--- src/rtl/sec_min_counter_if.sv ---
// Bus between a seconds/minutes counter and its driver: tick, mode and
// button inputs in, count value and status strobes out.
interface sec_min_counter_if;
  logic       tick;
  logic       set_mode;
  logic       inc_btn;
  logic       dec_btn;
  logic [0:5] count;
  logic       carry;
  logic       at_max;

  modport master (
    output tick, set_mode, inc_btn, dec_btn,
    input  count, carry, at_max
  );

  modport slave (
    input  tick, set_mode, inc_btn, dec_btn,
    output count, carry, at_max
  );
endinterface

--- src/rtl/sec_min_counter.sv ---
// Modulo-60 counter: ticks advance it in RUN with a rollover carry, buttons
// step it up/down with hold-to-auto-repeat in SET.
module sec_min_counter #(
  parameter int unsigned REPEAT_DLY = 8,
  parameter int unsigned REPEAT_PER = 4
) (
  input logic               clk,
  input logic               rst_n,
  sec_min_counter_if.slave  bus
);

  typedef enum logic { ST_RUN, ST_SET } state_t;
  typedef enum logic { PH_DELAY, PH_REPEAT } phase_t;

  localparam logic [7:0] DLY_LAST = 8'(REPEAT_DLY - 1);
  localparam logic [7:0] PER_LAST = 8'(REPEAT_PER - 1);
  localparam logic [5:0] MAX_VAL  = 6'd59;

  state_t     state_q, state_d;
  logic [5:0] count_q, count_d;
  logic       carry_q, carry_d;
  logic       at_max_q;
  logic [1:0] prev_q;
  logic [7:0] hold_q [2];
  logic [7:0] hold_d [2];
  phase_t     phase_q [2];
  phase_t     phase_d [2];

  logic [1:0] btn;
  logic [1:0] rise;
  logic [1:0] rep_step;
  logic       both_held;
  logic       inc_step;
  logic       dec_step;

  // Index 0 is the inc button, index 1 the dec button.
  always_comb begin
    btn       = {bus.dec_btn, bus.inc_btn};
    rise      = btn & ~prev_q;
    both_held = &btn;
    rep_step  = 2'b00;
    for (int i = 0; i < 2; i++) begin
      hold_d[i]  = hold_q[i];
      phase_d[i] = phase_q[i];
      if (rise[i] || state_q != ST_SET || !btn[i] || both_held) begin
        hold_d[i]  = 8'd0;
        phase_d[i] = PH_DELAY;
      end else if (phase_q[i] == PH_DELAY) begin
        if (hold_q[i] == DLY_LAST) begin
          rep_step[i] = 1'b1;
          hold_d[i]   = 8'd0;
          phase_d[i]  = PH_REPEAT;
        end else begin
          hold_d[i] = hold_q[i] + 8'd1;
        end
      end else begin
        if (hold_q[i] == PER_LAST) begin
          rep_step[i] = 1'b1;
          hold_d[i]   = 8'd0;
        end else begin
          hold_d[i] = hold_q[i] + 8'd1;
        end
      end
    end
    inc_step = (state_q == ST_SET) && (rise[0] || rep_step[0]);
    dec_step = (state_q == ST_SET) && (rise[1] || rep_step[1]);
  end

  // Wrap is chosen by comparison so the value never passes through 60..63.
  always_comb begin
    state_d = bus.set_mode ? ST_SET : ST_RUN;
    count_d = count_q;
    carry_d = 1'b0;
    if (state_q == ST_RUN) begin
      if (bus.tick) begin
        if (count_q == MAX_VAL) begin
          count_d = 6'd0;
          carry_d = 1'b1;
        end else begin
          count_d = count_q + 6'd1;
        end
      end
    end else if (inc_step && !dec_step) begin
      count_d = (count_q == MAX_VAL) ? 6'd0 : count_q + 6'd1;
    end else if (dec_step && !inc_step) begin
      count_d = (count_q == 6'd0) ? MAX_VAL : count_q - 6'd1;
    end
  end

  always_ff @(posedge clk) begin
    if (!rst_n) begin
      state_q  <= ST_RUN;
      count_q  <= 6'd0;
      carry_q  <= 1'b0;
      at_max_q <= 1'b0;
      prev_q   <= 2'b00;
      for (int i = 0; i < 2; i++) begin
        hold_q[i]  <= 8'd0;
        phase_q[i] <= PH_DELAY;
      end
    end else begin
      state_q  <= state_d;
      count_q  <= count_d;
      carry_q  <= carry_d;
      at_max_q <= (count_d == MAX_VAL);
      prev_q   <= btn;
      for (int i = 0; i < 2; i++) begin
        hold_q[i]  <= hold_d[i];
        phase_q[i] <= phase_d[i];
      end
    end
  end

  // Ascending output range keeps the MSB in bit 0 for the comparator.
  assign bus.count  = count_q;
  assign bus.carry  = carry_q;
  assign bus.at_max = at_max_q;

endmodule

--- src/flat_wrapper.sv ---
// flat-port wrapper written by rule: the top's interface ports become plain ports
module sec_min_counter_flat 
#(
  parameter int unsigned REPEAT_DLY = 8,
  parameter int unsigned REPEAT_PER = 4
)
  (clk, rst_n, bus_tick, bus_set_mode, bus_inc_btn, bus_dec_btn, bus_count, bus_carry, bus_at_max);
  sec_min_counter_if bus_i ();
  input logic clk;
  input logic rst_n;
  input wire logic [$bits(bus_i.tick)-1:0] bus_tick;
  input wire logic [$bits(bus_i.set_mode)-1:0] bus_set_mode;
  input wire logic [$bits(bus_i.inc_btn)-1:0] bus_inc_btn;
  input wire logic [$bits(bus_i.dec_btn)-1:0] bus_dec_btn;
  output wire logic [$bits(bus_i.count)-1:0] bus_count;
  output wire logic [$bits(bus_i.carry)-1:0] bus_carry;
  output wire logic [$bits(bus_i.at_max)-1:0] bus_at_max;
  assign bus_i.tick = bus_tick;
  assign bus_i.set_mode = bus_set_mode;
  assign bus_i.inc_btn = bus_inc_btn;
  assign bus_i.dec_btn = bus_dec_btn;
  assign bus_count = bus_i.count;
  assign bus_carry = bus_i.carry;
  assign bus_at_max = bus_i.at_max;
  sec_min_counter #(.REPEAT_DLY(REPEAT_DLY), .REPEAT_PER(REPEAT_PER)) u_core (.clk(clk), .rst_n(rst_n), .bus(bus_i));
endmodule
--- config.mk ---
export PLATFORM = sky130hd
export DESIGN_NAME = sec_min_counter_flat
export DESIGN_NICKNAME = d
export VERILOG_FILES = /design/src/rtl/sec_min_counter_if.sv /design/src/rtl/sec_min_counter.sv /design/src/flat_wrapper.sv
export SDC_FILE = /design/constraint.sdc
export NUM_CORES = 1
export LEC_CHECK = 0
export ABC_CLOCK_PERIOD_IN_PS = 7200
export BUFFER_PORTS_ARGS = -buffer_cell sky130_fd_sc_hd__buf_4
export CORE_MARGIN = 1
export CORE_UTILIZATION = 25
export DETAILED_ROUTE_END_ITERATION = 16
export PLACE_DENSITY = 0.4
export SYNTH_ARGS = -nofsm -noshare
export SYNTH_HDL_FRONTEND = slang
export SYNTH_SLANG_ARGS = --single-unit
--- constraint.sdc ---
create_clock -name clk -period 7.2 [get_ports clk]
set_clock_uncertainty 0.2 [all_clocks]
set_input_delay 0.36 -clock clk [delete_from_list [all_inputs] [get_ports clk]]
set_output_delay 0.36 -clock clk [all_outputs]
set_load 0.02 [all_outputs]
==> impl_metrics.toml <==
[outcome]
status = "complete, no violations"

[synth]
synth_fa_ha_area_share_pct = 3.62
synth_nets = 223
synth-compound-area-share_pct = 21.5
ys_ff_latch = 29
async_reset_ff_share_pct = 0
synth_top_family_by_area = "simple AND/OR/NAND/NOR gates"
synth_cells = 212
ys_seq_area_share_pct = 33.6
synth-xor-area-share_pct = 6.08
synthFlopType = "dfxtp_1"
synth_edf_count = 0
ys.warnings.count = 0
synth_area_um2 = 1730
yosys.area_share.simple_pct = 31.1
synthMuxAreaShare_pct = 0.579
synth.avg_cell_area_um2 = 8.15
synth.distinct_cells = 50

[power_and_ir_drop]
power_frac_clock_pct = 38.4
cellLeakagePower_uw = 0.000734
p_int_uw = 266
p_per_area_nw_per_um2 = 190
combPwrFrac_pct = 15.0
sw_frac_of_total_pct = 29.5
p_sw_uw = 111
vdd_ir_drop_max_v = 0.000137
seq_power_share_pct = 46.6

[detailed_routing]
wirelength_um = 4280
vias_per_cell = 5.10
vias = 1536
ant_nets = 0
avgRoutedWirePerCell_um = 14.2
drt_iter0_drc = 91
drc = 0
dr.pass1.iters = 4

[global_routing]
antenna_found_initial = 0
grt_overflow = 0
grtUsageTotal_pct = 12.6
grt_pass1_vias = 1391
grt_max_degree = 19
grt_first_pass_wirelength_um = 7170

[timing]
worst-slew-pin-transition_ns = 0.643
final.period_utilization_pct = 38.6
hold_viol = 0
setup_tns_ns = 0
finalSetupViolations = 0
fmax_ghz = 0.360
holdWs_ns = 0.0871
slew_violations = 0
fin_ws_ns = 4.42
slew_headroom_pct = 57.1
period_needed_ns = 2.78
grt_setup_unrepaired = "no"

[placement]
dp_cells = 293
place_hpwl_um = 3120
numPortBuffers = 13
gp_congestion = 0.800
pre_cts_slack_ns = 4.45

[critical_path]
setup.worst_path.class = "flip-flop to flip-flop"
crit_path_end_kind = "flip-flop"
crit_arrival_ns = 2.79
cp_max_fo = 6
crit_path_start_kind = "flip-flop"
cp.required_ns = 7.21

[final_layout]
area_delta_synth_final_pct = 14.8
diodes = 0
nNetsFinal = 234
drive_above_1_share_pct = 15.2
fin_cells = 301

[clock_network]
cts_tree = "yes"
ctsResizeCount = 0
post-cts-setup-buffers = 0
clock_latency_ns = 0.28
cts-root-buf = "clkbuf_8"
cts_num_sinks = 29
clk_path_buf_depth = 2
clkSlewWorstSetupHoldPaths_ns = 0.07
hold_buffers = 0
cts-htree-levels = 2
numCtsBuffers = 5

[die]
initial_core_util_pct = 26.6
die_x_um = 85.1
die_h_um = 85.1
rows = 29
dieArea_um2 = 7250
core_area_um2 = 6490
ios = 14

[worst_hold_path]
worstHoldPathType = "input pin to flip-flop"

[run]
cap_violations = 0
[logic make-up (layout without fill, tap and decap cells)]
logic type | Yosys count | after routing
XOR/XNOR | 12 | 12
buffers and inverters | 16 | 28
adder cells (fa/ha/maj) | 5 | 5
AO/OA/AOI/OAI | 52 | 52
multiplexers | 1 | 1
flip-flops | 29 | 29
AND/OR/NAND/NOR | 97 | 97
[flip-flops by register name, indices dropped and copies added, names as in the netlist]
register           cells
u_core.prev_q          2
u_core.phase_q         2
u_core.hold_q         16
u_core.state_q         1
u_core.bus.count       6
u_core.bus.carry       1
u_core.bus.at_max      1
[cell usage in the layout (no fill, tap or decap), types with 2 or more instances in the layout]
cell type  count
nand2_1       15
o21ai_0       13
ha_1           5
nand3_1       14
xnor2_1        3
nor2b_1        2
and2_1        10
nor4_1         5
nand4b_1       2
nor3_1         4
and3_1         6
nand2b_1       4
nand4_1        4
inv_1          7
clkbuf_8       6
and3_2         2
o311a_1        2
nor2_1        19
a21oi_1       12
a31o_2         2
a211o_1        2
dfxtp_1       29
o21bai_1       2
o211ai_1       3
buf_4         13
xor2_1         9
o21a_1         2
a21boi_0       2
[worst max-delay path, stage by stage (launching register included)]
cell      delay (ns)
dfxtp_1         0.34
or4_4           0.55
or4b_4          0.53
o311ai_4        0.38
nand2_1         0.09
a31oi_1         0.34
nand3_1         0.16
nor3_2          0.11
[power by group through the flow]
stage	registers [uW]	logic, uW	clock network [uW]
floorplan	176	41.0	0
global placement	179	57.5	0
detailed placement	179	56.3	0
CTS	175	56.6	150
global route	177	62.3	160
finish	175	56.5	145
[Yosys cell counts, types with 3 or more instances]
master	instances	area (um^2)
clkbuf_1	9	33.8
xor2_1	9	78.8
nand3_1	14	70.1
a21oi_1	12	60.1
nor2_1	19	71.3
o211ai_1	3	22.5
nand4_1	4	25.0
o21ai_0	13	65.1
ha_1	5	62.6
nand2_1	15	56.3
nand2b_1	4	25.0
inv_1	7	26.3
and2_1	10	62.6
nor3_1	4	20.0
and3_1	6	37.5
dfxtp_1	29	581
nor4_1	5	31.3
xnor2_1	3	26.3
[per-stage QoR]
step / area, um^2 / utilization, % / total power (uW)
2_1_floorplan: 1730 / - / 217
3_3_place_gp: 1890 / 29.1 / 237
3_5_place_dp: 1890 / 29.1 / 235
4_1_cts: 1980 / 30.6 / 382
5_1_grt: 1980 / 30.6 / 399
6_report: 1980 / 30.6 / 377
[path summary, 6_finish.rpt]
check                                          from                   to  slack (ns)  cells past startpoint
worst max-delay path            u_core.hold_q[0][4]    u_core.bus.at_max        4.42                      7
worst min-delay path                   bus_set_mode       u_core.state_q        0.09                      2
worst max register to register  u_core.hold_q[0][4]    u_core.bus.at_max        4.42                      7
worst min register to register  u_core.hold_q[0][8]  u_core.hold_q[0][8]        0.24                      1
[final cells by class]
cell class	instances	area, um^2
fillers	691	4510
clock inverters	2	13.8
clock buffers	6	82.6
repair buffers	13	97.6
well taps	77	96.3
inverters	7	26.3
multi-input cells	167	1090
flip-flops and latches	29	581
[layer usage]
| layer | vias up | share of wire [%] | global-route usage, % |
|---|---|---|---|
| met5 | - | 0 | 0 |
| met4 | 0 | 1.4 | 4.93 |
| met3 | 5 | 4.1 | 2.82 |
| met2 | 32 | 43 | 18.0 |
| met1 | 705 | 52 | 18.1 |
| li1 | 794 | - | - |
Power figures use the tool's default switching activity.
